`src/rtl/dmem_arbiter.sv`:
```
// Two-port round-robin arbiter and access sequencer for the single-port data memory.
// Each granted access is latched, driven onto dmem for one cycle, then acknowledged.
module dmem_arbiter #(
  parameter int DATA_W = 32,
  parameter int ADDR_W = 16
) (
  input  logic              clk,
  input  logic              rst,
  input  logic              req0,
  input  logic              req1,
  input  logic              we0,
  input  logic              we1,
  input  logic [ADDR_W-1:0] addr0,
  input  logic [ADDR_W-1:0] addr1,
  input  logic [DATA_W-1:0] wd0,
  input  logic [DATA_W-1:0] wd1,
  input  logic              lock0,
  input  logic              lock1,
  output logic              ack0,
  output logic              ack1,
  output logic [DATA_W-1:0] rd0,
  output logic [DATA_W-1:0] rd1,
  output logic              busy,
  output logic [ADDR_W-1:0] mem_a,
  output logic [DATA_W-1:0] mem_wd,
  output logic              mem_we,
  input  logic [DATA_W-1:0] mem_rd
);

  typedef enum logic [1:0] {IDLE, ACCESS, RESP} state_t;

  state_t state;
  logic   owner;
  logic   l_lock;
  logic   lock_held;
  logic   lock_own;
  logic   prio;
  logic   grant_vld;
  logic   grant_id;

  // A held lock restricts the grant to its owner; otherwise round-robin on prio.
  always_comb begin
    grant_vld = 1'b0;
    grant_id  = prio;
    if (lock_held) begin
      grant_id  = lock_own;
      grant_vld = lock_own ? req1 : req0;
    end else if (req0 && req1) begin
      grant_id  = prio;
      grant_vld = 1'b1;
    end else if (req0) begin
      grant_id  = 1'b0;
      grant_vld = 1'b1;
    end else if (req1) begin
      grant_id  = 1'b1;
      grant_vld = 1'b1;
    end
  end

  assign busy = (state != IDLE);

  // mem_a/mem_wd double as the latched address and write-data registers.
  always_ff @(posedge clk) begin
    if (rst) begin
      state     <= IDLE;
      owner     <= 1'b0;
      l_lock    <= 1'b0;
      lock_held <= 1'b0;
      lock_own  <= 1'b0;
      prio      <= 1'b0;
      ack0      <= 1'b0;
      ack1      <= 1'b0;
      rd0       <= '0;
      rd1       <= '0;
      mem_a     <= '0;
      mem_wd    <= '0;
      mem_we    <= 1'b0;
    end else begin
      case (state)
        IDLE: begin
          if (grant_vld) begin
            state  <= ACCESS;
            owner  <= grant_id;
            mem_a  <= grant_id ? addr1 : addr0;
            mem_wd <= grant_id ? wd1   : wd0;
            mem_we <= grant_id ? we1   : we0;
            l_lock <= grant_id ? lock1 : lock0;
            if (!lock_held) prio <= ~grant_id;
          end
        end
        ACCESS: begin
          state  <= RESP;
          mem_we <= 1'b0;
          if (owner) begin
            rd1  <= mem_rd;
            ack1 <= 1'b1;
          end else begin
            rd0  <= mem_rd;
            ack0 <= 1'b1;
          end
        end
        RESP: begin
          state     <= IDLE;
          ack0      <= 1'b0;
          ack1      <= 1'b0;
          lock_held <= l_lock;
          lock_own  <= owner;
        end
        default: state <= IDLE;
      endcase
    end
  end

endmodule

```
`config.mk`:
```
export PLATFORM = sky130hd
export DESIGN_NAME = dmem_arbiter
export DESIGN_NICKNAME = d
export VERILOG_FILES = /design/src/rtl/dmem_arbiter.sv
export SDC_FILE = /design/constraint.sdc
export NUM_CORES = 1
export LEC_CHECK = 0
export BUFFER_PORTS_ARGS = -buffer_cell sky130_fd_sc_hd__buf_2
export CORE_ASPECT_RATIO = 1.25
export CORE_MARGIN = 10
export CORE_UTILIZATION = 46
export CTS_BUF_LIST = sky130_fd_sc_hd__clkbuf_4 sky130_fd_sc_hd__clkbuf_8
export CTS_CLUSTER_SIZE = 28
export DETAILED_ROUTE_END_ITERATION = 8
export GPL_TIMING_DRIVEN = 0
export PLACE_DENSITY_LB_ADDON = 0.2
export SYNTH_ARGS = -nofsm -noshare
export SYNTH_HDL_FRONTEND = slang
export SYNTH_SLANG_ARGS = --single-unit
```
`constraint.sdc`:
```
create_clock -name clk -period 2.3 [get_ports clk]
set_clock_uncertainty 0.1 [all_clocks]
set_input_delay 0 -clock clk [delete_from_list [all_inputs] [get_ports clk]]
set_output_delay 0 -clock clk [all_outputs]
set_load 0.1 [all_outputs]
```
* Word-level counts from Yosys, hierarchy flattened
Index checks and enable logic that the tools add are counted.
Storage, ports and cells: logic and storage cells 54, bits in latches 0, RAM bits 0, flip-flop bits (word level) 122, memories 0, output and inout port bits 116, bits of input ports 136, memory bits (read-only) 0
Cells by class: multiply operators 0, equal/unequal tests 5, order comparisons 0, bitwise operators 3, shifts and indexed selects 0, reductions and logical operators 12, div/mod/pow operators 0, $add $sub $neg 0, multiplexer cells 21
Operators by type and width (count):
- $mux W32 | 1
- $mux W16 | 1
- $mux W1 | 14
- $reduce_and A2 Y1 | 6
- $ne A2 B2 Y1 const B | 3
- $pmux W1 S2 | 3
- $reduce_bool A2 Y1 | 3
- $pmux W2 S2 | 1
- $not A1 Y1 | 3
- $reduce_and A3 Y1 | 1
- $eq A2 B1 Y1 const B | 1
- $eq A2 B2 Y1 const B | 1
- $logic_not A2 Y1 | 1
- $mux W2 | 1
- $logic_and A1 B1 Y1 | 1

* Longest topological paths before layout
Gate-level depths: netlist (run 1).
depth in word-level cells 7, mapped depth 7, depth with buffers taken out 4

* Worst setup path after synthesis (run 1)
OpenSTA, ideal clock, no wires.
kind register -> register, from register state[0], to register mem_a[0], stages on the path, launching flop included 7, slack 0.360 ns, arrival 1.749 ns, buffers on the path 2, period minus slack after synthesis 1.940 ns, data required time 2.109 ns, setup time 0.091 ns, cells stage by stage dfxtp_1 or2_2 a211oi_2 buf_2 buf_4 nor2_1 a311oi_1
On the way: word-level cells in the longest chain between the ends 2
RTL lines:
- from (decl) | line 32 | state_t state;
- from (signal assigned) | line 65 | state <= IDLE;
- from (signal assigned) | line 82 | state <= ACCESS;
- from (signal assigned) | line 92 | state <= RESP;
- $logic_not A2 Y1 | line 79 | case (state)
- $reduce_and A2 Y1 (no line)
- to (signal assigned) | line 84 | mem_a <= grant_id ? addr1 : addr0;
- to (decl) | line 24 | output logic [ADDR_W-1:0] mem_a,
Every way passes these cells. A chain may end at the register's enable or synchronous reset.

* Worst setup path after layout (run 1)
from register lock_held, to register mem_wd[27]
On the way: word-level cells in the longest chain between the ends 2, elaborated cells on any way between the ends 4, those cells by class mux (3); reduce/logical (1)
RTL lines:
- from (decl) | line 35 | logic lock_held;
- from (signal assigned) | line 106 | lock_held <= l_lock;
- $mux W1 | line 45 | if (lock_held) begin
- $mux W32 / $reduce_and A2 Y1 (equally long branches)
- to (signal assigned) | line 85 | mem_wd <= grant_id ? wd1 : wd0;
- to (decl) | line 25 | output logic [DATA_W-1:0] mem_wd,
Parallel ways exist; a longest one is shown, timed or not.

==> results of run 1 <==
==> per-stage QoR <==
stage                     power (mW)  utilization
after floorplan                 4.14            -
after global placement          4.57        0.609
after detailed placement        4.60        0.609
after CTS                       6.80        0.787
after global routing            7.08        0.788
final                           6.84        0.788
==> synth_stat cells, drive strengths merged <==
cell type,instances
a211oi,2
nand2,228
nand2b,3
a221oi,1
or2,2
mux2i,3
nor3b,2
dfxtp,122
nor2b,4
nor2,58
o21ai,1
mux2,2
a21oi,70
buf,16
inv,1
a21o,1
clkbuf,33
a221o,1
a311oi,50
==> per-layer routing <==
| layer | share of wire | global-route usage |
|---|---|---|
| met1 | 0.37 | 0.262 |
| met5 | 0 | 0 |
| met3 | 0.10 | 0.107 |
| met2 | 0.49 | 0.453 |
| met4 | 0.042 | 0.136 |
==> cells by family after synthesis <==
group	count (synthesis)
simple gates	297
compound gates	126
flops	122
buf+inv	50
mux	5
==> area by class of cell <==
cell class                 count  share of cell area
timing repair buffer         385               0.329
tap                          129              0.0204
antenna                        3            0.000948
sequential                   122               0.308
inverter                       1            0.000474
multi-input combinational    428               0.259
clock inverter                10              0.0177
buffer                        49              0.0273
clock buffer                  22              0.0374
==> worst max path at each step <==
stage,start,end,slack [ns],depth (start not counted)
2_1_floorplan,state[0]$_SDFFE_PP0P_,mem_a[0]$_SDFFE_PP0P_,0.36,6
3_3_place_gp,lock_held$_SDFFE_PP0P_,mem_a[6]$_SDFFE_PP0P_,0.34,6
3_5_place_dp,lock_held$_SDFFE_PP0P_,mem_wd[29]$_SDFFE_PP0P_,0.28,6
4_1_cts,lock_held$_SDFFE_PP0P_,mem_a[6]$_SDFFE_PP0P_,0.25,7
5_1_grt,lock_held$_SDFFE_PP0P_,mem_wd[30]$_SDFFE_PP0P_,0.09,6
6_report,lock_held$_SDFFE_PP0P_,mem_wd[27]$_SDFFE_PP0P_,0.17,6
==> power by group through the flow <==
stage | Combinational (mW) | Sequential, mW | Clock, mW
2_1_floorplan | 0.504 | 3.64 | 0
3_3_place_gp | 2.15 | 2.43 | 0
3_5_place_dp | 2.17 | 2.43 | 0
4_1_cts | 2.35 | 2.39 | 2.06
5_1_grt | 2.51 | 2.42 | 2.15
6_report | 2.40 | 2.40 | 2.04
==> cells in the final DEF, fill, tap and decap left out <==
| cell type | instances |
|---|---|
| a211oi_1 | 1 |
| bufinv_16 | 3 |
| nor3b_1 | 1 |
| a221o_1 | 1 |
| a21oi_1 | 70 |
| nor2_1 | 58 |
| clkinvlp_4 | 3 |
| clkinv_4 | 2 |
| a21o_1 | 1 |
| clkbuf_1 | 33 |
| nor3b_2 | 1 |
| dlygate4sd3_1 | 135 |
| clkbuf_8 | 21 |
| nand2b_1 | 3 |
| or2_2 | 2 |
| a211oi_2 | 1 |
| nand2_1 | 228 |
| mux2_2 | 2 |
| clkbuf_4 | 1 |
| buf_2 | 261 |
| a221oi_2 | 1 |
| mux2i_1 | 3 |
| buf_4 | 5 |
| clkinv_2 | 2 |
| dfxtp_1 | 122 |
| diode_2 | 3 |
| a311oi_1 | 50 |
| inv_1 | 1 |
| nor2b_1 | 4 |
| o21ai_0 | 1 |
==> worst register-to-register path, cell delays in order, from the launching register on <==
cell and delay, ns:
dfxtp_1 0.31, buf_4 0.16, nor2b_1 0.09, a221oi_2 0.49, clkbuf_1 0.42, nand2_1 0.14, a311oi_1 0.34
==> registers in the layout, indices dropped and copies added, names as in the netlist <==
register	cells
mem_we	1
owner	1
ack0	1
prio	1
mem_wd	32
l_lock	1
ack1	1
rd0	32
rd1	32
state	2
lock_own	1
mem_a	16
lock_held	1
==> timing repair <==
item / in CTS / in global routing
hold endpoints to repair: 116 / 0
hold buffers: 135 / 0
resized for setup: 0 / 0
buffers inserted: 0 / 0
==> flow_summary.json, run 1 <==
{
  "cts_tree": "yes",
  "cp-end-kind": "register",
  "critical-path-top-delay-family": "compound AO/OA/AOI/OAI gates",
  "rsz0062_at_grt": "no",
  "drtAntennaViolNets": 0,
  "cts-htree-levels": 4,
  "synth_compound_area_frac": 0.180,
  "max-cap-violations": 0,
  "clk_latency_ns": 0.42,
  "antenna_found_initial": 3,
  "synth_area_per_cell_um2": 7.85,
  "die_x_um": 111,
  "status": "finished, final reports clean",
  "grtUsageTotal": 0.261,
  "dp.cells": 979,
  "fin_ws_ns": 0.165,
  "rrSetupSlack_ns": 0.17,
  "route.vias.total": 6000,
  "overflow": 0,
  "r2r-start": "lock_held$_SDFFE_PP0P_",
  "r2r_end": "mem_wd[27]$_SDFFE_PP0P_",
  "setup_viol": 0,
  "critPathLaunchType": "register",
  "max_freq_mhz": 468,
  "syn_inst": 600,
  "final_cells": 1149,
  "firstDrtPassIters": 5,
  "dpl-instance-area_um2": 6120,
  "min_path_cells": 6,
  "synth_simple_gate_area_frac": 0.244,
  "power.internal_mw": 4.05,
  "powerDensity_nw_per_um2": 864,
  "hold_viol": 0,
  "reg2reg_depth": 6,
  "final_nets": 1140,
  "maxSlewViolCount": 0,
  "dp_hpwl_mm": 12.7,
  "grt_first_pass_wirelength_mm": 31.8,
  "synth-warning-count": 0,
  "power_leakage_nw": 3.65,
  "synth_largest_area_cell": "dfxtp_1",
  "period_needed_ns": 2.13,
  "p_clk_frac": 0.298,
  "worst_slew_pin_slew_ns": 0.609,
  "syn2layout_area_growth_pct": 68.1,
  "grt_pass1_vias": 6306,
  "synth.top_cell.area_share": 0.518,
  "io_buffers": 250,
  "crit_required_ns": 2.53,
  "wire_per_inst_um": 17.4,
  "gp_congestion": 0.837,
  "synth_adder_area_share": 0,
  "switchingPower_mw": 2.79,
  "layout-drive-gt1-share": 0.300,
  "routed_wl_mm": 20.0,
  "p_sw_frac": 0.408,
  "yosys-top-cells-area": "dfxtp_1, nand2_1, a311oi_1",
  "rows": 41,
  "cp_slowest_cell": "a221oi_2",
  "ys_ff_latch": 122,
  "synth_mux_area_frac": 0.0112,
  "viasPerCell": 5.22,
  "finalCritPeriodShare": 0.928,
  "initial_utilization": 0.469,
  "nFillCells": 645,
  "synthXorXnorAreaFrac": 0,
  "cts_max_path_buffers": 2,
  "multi_input_area_um2": 2050,
  "cp.arrival_ns": 2.36,
  "yosysUniqueCellTypes": 22,
  "crit_type": "register to register",
  "grt_max_degree": 17,
  "die_h_um": 133,
  "stdcell_area_um2": 7920,
  "io_pins": 252,
  "seq_area_frac_synth": 0.518,
  "dieArea_um2": 14700,
  "synth_top_family_by_area": "simple AND/OR/NAND/NOR gates",
  "cp_num_buf_inv": 2,
  "syn_area_um2": 4710,
  "clk_pin_slew_worst_paths_ns": 0.07,
  "timing.hold.ws_ns": 0.168,
  "maxSlewHeadroom": 0.594,
  "p_seq_frac": 0.351,
  "place_ws_ns": 0.284,
  "first_iter_violations": 320,
  "holdCritStartpoint": "req0",
  "min_to": "mem_wd[31]$_SDFFE_PP0P_",
  "path_cells": "buf_4 -> nor2b_1 -> a221oi_2 -> clkbuf_1 -> nand2_1 -> a311oi_1",
  "ir_worst_vdd_uv": 529,
  "drc": 0,
  "min_path_type": "primary input to register",
  "pwr-share-comb": 0.351,
  "core-area_um2": 10100,
  "cts_sinks": 122,
  "synth_nets": 736,
  "critPathMaxFanout": 10,
  "cts_buffers": 17,
  "seq_area_um2": 2440,
  "root_buffer": "clkbuf_8",
  "tns_ns": 0,
  "slowest_delay_ns": 0.49
}
No activity file was read; power rests on OpenSTA's default activity.
==> inputs of run 2 (changes only) <==
Settings changed: CORE_ASPECT_RATIO 1.25 to not set, CTS_CLUSTER_DIAMETER set to 30.
==> run 2 against run 1 <==
  * Clock power up 3%
  * Largest power group is now combinational logic
  * First-iteration DRC count is 59% higher
  * Global-route usage grew 1.6 points
  * Via count is 2.9% higher
==> flow_summary.json, run 2 (synthesized netlist as in run 1, its figures left out) <==
{
  "status": "finished, final reports clean",
  "cp.arrival_ns": 2.38,
  "final_nets": 1140,
  "grt_max_degree": 17,
  "powerDensity_nw_per_um2": 875,
  "p_sw_frac": 0.404,
  "rsz0062_at_grt": "no",
  "grt_first_pass_wirelength_mm": 32.7,
  "overflow": 0,
  "cts_buffers": 17,
  "maxSlewHeadroom": 0.653,
  "crit_type": "register to register",
  "worst_slew_pin_slew_ns": 0.524,
  "clk_latency_ns": 0.42,
  "pwr-share-comb": 0.350,
  "viasPerCell": 5.36,
  "nFillCells": 578,
  "dp_hpwl_mm": 13.2,
  "final_cells": 1152,
  "path_cells": "buf_4 -> nor2b_1 -> a221oi_2 -> clkbuf_1 -> nand2_1 -> a311oi_1",
  "drtAntennaViolNets": 0,
  "cts_tree": "yes",
  "min_path_type": "primary input to register",
  "most-common-layout-cells": "buf_2, nand2_1, dlygate4sd3_1",
  "hold_viol": 0,
  "maxSlewViolCount": 0,
  "seq_area_um2": 2440,
  "max-cap-violations": 0,
  "route.vias.total": 6171,
  "critPathLaunchType": "register",
  "finalCritPeriodShare": 0.945,
  "dieArea_um2": 14700,
  "syn2layout_area_growth_pct": 68.2,
  "io_buffers": 250,
  "drc": 0,
  "ir_worst_vdd_uv": 524,
  "p_seq_frac": 0.347,
  "die_x_um": 121,
  "slowest_delay_ns": 0.46,
  "critPathMaxFanout": 10,
  "dpl-instance-area_um2": 6130,
  "root_buffer": "clkbuf_8",
  "largest_registers": "mem_wd (32), rd0 (32), rd1 (32)",
  "cp_slowest_cell": "a221oi_2",
  "cts-htree-levels": 4,
  "cts_sinks": 122,
  "p_clk_frac": 0.303,
  "setup_viol": 0,
  "stdcell_area_um2": 7920,
  "grt_pass1_vias": 6476,
  "grtUsageTotal": 0.277,
  "final_common_cell": "buf_2",
  "cp-end-kind": "register",
  "cts_max_path_buffers": 2,
  "crit_required_ns": 2.51,
  "switchingPower_mw": 2.80,
  "multi_input_area_um2": 2050,
  "wire_per_inst_um": 18.4,
  "max_freq_mhz": 460,
  "die_h_um": 121,
  "io_pins": 252,
  "period_needed_ns": 2.17,
  "gp_congestion": 0.823,
  "antenna_found_initial": 3,
  "power_leakage_nw": 3.66,
  "dp.cells": 983,
  "rows": 36,
  "first_iter_violations": 510,
  "routed_wl_mm": 21.2,
  "clk_pin_slew_worst_paths_ns": 0.07,
  "layout-drive-gt1-share": 0.300,
  "core-area_um2": 9860,
  "firstDrtPassIters": 5,
  "tns_ns": 0,
  "power.internal_mw": 4.13,
  "initial_utilization": 0.478
}
run 2: cell types whose count changed in the layout (fill, tap and decap cells not counted), sizes merged:
cell / change
diode: +1
clkinv: -1
clkinvlp: -2
bufinv: +1
run 2: repair_timing:
item / in CTS / in global routing
hold buffers: 135 / 0
gates resized for setup: 0 / 2
endpoints found under the setup margin: 0 / 1
buffers inserted: 0 / 0
endpoints found under the hold margin: 116 / 0
run 2: final timing paths:
check / start / endpoint / slack, ns / depth (start not counted)
max: lock_held$_SDFFE_PP0P_ / mem_a[0]$_SDFFE_PP0P_ / 0.13 / 6
min: req0 / mem_wd[1]$_SDFFE_PP0P_ / 0.20 / 6
max reg2reg: lock_held$_SDFFE_PP0P_ / mem_a[0]$_SDFFE_PP0P_ / 0.13 / 6
min reg2reg: rd0[30]$_SDFFE_PP0P_ / rd0[30]$_SDFFE_PP0P_ / 0.35 / 2
run 2: final cells by class:
cell class,instances,area share
Antenna cell,4,0.00126
Buffer,49,0.0275
Clock buffer,22,0.0366
Clock inverter,8,0.0180
Inverter,1,0.000474
Multi-Input combinational cell,428,0.258
Sequential cell,122,0.308
Tap cell,133,0.0210
Timing Repair Buffer,385,0.328
run 2: routing by layer:
metal | routed length (um) | vias up | GRT usage
li1 | - | 2825 | -
met1 | 7280 | 2839 | 0.264
met2 | 10300 | 407 | 0.474
met3 | 2580 | 100 | 0.137
met4 | 1090 | 0 | 0.159
met5 | 0 | - | 0
run 2: metrics by stage:
step / hold slack (ns) / power [mW] / worst slack, ns / utilization
3_5_place_dp: 0.163 / 4.61 / 0.269 / 0.621
6_report: 0.203 / 6.93 / 0.127 / 0.803
2_1_floorplan: 0.0161 / 4.14 / 0.360 / -
3_3_place_gp: 0.153 / 4.57 / 0.323 / 0.621
5_1_grt: 0.242 / 7.15 / 0.00161 / 0.803
4_1_cts: 0.167 / 6.86 / 0.246 / 0.802
run 2: worst max-delay path, delay by kind of cell (launching register included):
family / cells / cell delay [ns]
DFF: 1 / 0.31
AOI/OAI and AO/OA: 2 / 0.86
buffers and inverters: 2 / 0.57
and+or+nand+nor: 2 / 0.22
run 2: power groups by stage:
| stage | clock [mW] | combinational [mW] | sequential (mW) |
|---|---|---|---|
| after floorplan | 0 | 0.504 | 3.64 |
| after global placement | 0 | 2.15 | 2.43 |
| after detailed placement | 0 | 2.18 | 2.44 |
| after CTS | 2.11 | 2.36 | 2.39 |
| after global routing | 2.20 | 2.53 | 2.42 |
| final | 2.10 | 2.43 | 2.41 |
==> inputs of run 3 (changes only) <==
Settings changed: CORE_UTILIZATION 46 to 40, REMOVE_ABC_BUFFERS set to 1, SLEW_MARGIN set to 5.
==> run 3 against run 2 <==
  * Clock power fell by 9%
  * Final area rose by 1.2%
  * Total power fell by 1.9%
  * Largest cell class unchanged
==> flow_summary.json, run 3 (synthesized netlist as in run 1, its figures left out) <==
{
  "clk_latency_ns": 0.43,
  "grt_first_pass_wirelength_mm": 30.6,
  "gp_congestion": 0.797,
  "period_needed_ns": 2.16,
  "final_cells": 1135,
  "viasPerCell": 5.21,
  "final_nets": 1111,
  "cp-end-kind": "register",
  "syn2layout_area_growth_pct": 70.2,
  "io_buffers": 251,
  "cts_buffers": 17,
  "clk_pin_slew_worst_paths_ns": 0.07,
  "most-common-layout-cells": "buf_2, nand2_1, dlygate4sd3_1",
  "cts-htree-levels": 4,
  "min_path_type": "primary input to register",
  "routed_wl_mm": 20.1,
  "crit_type": "register to register",
  "worst_slew_pin_slew_ns": 0.909,
  "rows": 39,
  "grtUsageTotal": 0.227,
  "powerDensity_nw_per_um2": 848,
  "max_freq_mhz": 462,
  "grt_pass1_vias": 5970,
  "crit_required_ns": 2.52,
  "rsz0062_at_grt": "no",
  "io_pins": 252,
  "firstDrtPassIters": 5,
  "max-cap-violations": 0,
  "core-area_um2": 11500,
  "layout-drive-gt1-share": 0.319,
  "power_leakage_nw": 3.68,
  "finalCritPeriodShare": 0.941,
  "dp_hpwl_mm": 12.3,
  "root_buffer": "clkbuf_8",
  "setup_viol": 0,
  "status": "finished, final reports clean",
  "antenna_found_initial": 3,
  "first_iter_violations": 486,
  "initial_utilization": 0.411,
  "dp.cells": 954,
  "wire_per_inst_um": 17.7,
  "route.vias.total": 5910,
  "die_h_um": 129,
  "overflow": 0,
  "ir_worst_vdd_uv": 521,
  "cts_max_path_buffers": 2,
  "die_x_um": 129,
  "cp.arrival_ns": 2.39,
  "final_core_util": 0.699,
  "maxSlewHeadroom": 0.393,
  "grt_max_degree": 63,
  "final_common_cell": "buf_2",
  "maxSlewViolCount": 0,
  "cts_tree": "yes",
  "drtAntennaViolNets": 0,
  "critPathMaxFanout": 26,
  "cts_sinks": 122,
  "hold_viol": 0,
  "critPathLaunchType": "register",
  "drc": 0,
  "dieArea_um2": 16500,
  "largest_registers": "mem_wd (32), rd0 (32), rd1 (32)"
}
## run 3: final timing paths
check	from	end	slack, ns	cells past startpoint
setup / recovery	state[0]$_SDFFE_PP0P_	mem_wd[0]$_SDFFE_PP0P_	0.14	7
hold / removal	req0	owner$_SDFFE_PP0P_	0.19	5
setup reg to reg	state[0]$_SDFFE_PP0P_	mem_wd[0]$_SDFFE_PP0P_	0.14	7
hold reg to reg	rd0[31]$_SDFFE_PP0P_	rd0[31]$_SDFFE_PP0P_	0.35	2
## run 3: worst max-delay path: stages, from the launching register on
cell      delay [ns]
dfxtp_1         0.37
or2_2           0.34
a211oi_4        0.34
buf_12          0.20
buf_12          0.17
buf_16          0.17
nor2_1          0.07
a311oi_1        0.28
## run 3: final cells by class
type                            count  area, um^2
Inverter                            1        3.75
Sequential cell                   122        2440
Antenna cell                        4        10.0
Multi-Input combinational cell    428        2090
Clock buffer                       18         248
Fill cell                         843        3450
Timing Repair Buffer              405        2900
Tap cell                          143         179
Clock inverter                     14         148
## run 3: layer usage
layer,track usage,wire length (um),vias up
met1,0.238,7280,2721
met3,0.114,2730,64
li1,-,-,2768
met5,0,0,-
met4,0.111,699,0
met2,0.373,9440,357
## run 3: stage by stage
step                      power, mW  setup TNS [ns]  instance area, um^2  setup WS (ns)  hold slack (ns)
final                          6.80               0                 8020          0.135            0.192
after global routing           7.05               0                 8020         0.0156            0.219
after CTS                      6.74               0                 7940         0.0290            0.146
after detailed placement       4.63           -1.11                 6130        -0.0838            0.157
after global placement         4.56         -192.46                 5930          -3.12            0.150
after floorplan                4.10         -116.72                 4490          -2.25          -0.0309
## run 3: repair_timing
action,CTS,global route
cloned,0,2
hold buffers,135,0
gates resized for setup,0,4
setup endpoints to repair,30,15
pin swaps,2,1
buffers inserted,7,2
endpoints found under the hold margin,119,0
## run 3: power by group
group          leakage, nW  total, mW  switching [mW]  internal (mW)
Combinational         2.48       2.49            1.86          0.630
Clock                0.199       1.91           0.918          0.995
Sequential            1.00       2.39           0.102           2.29
Total                 3.68       6.80            2.88           3.92
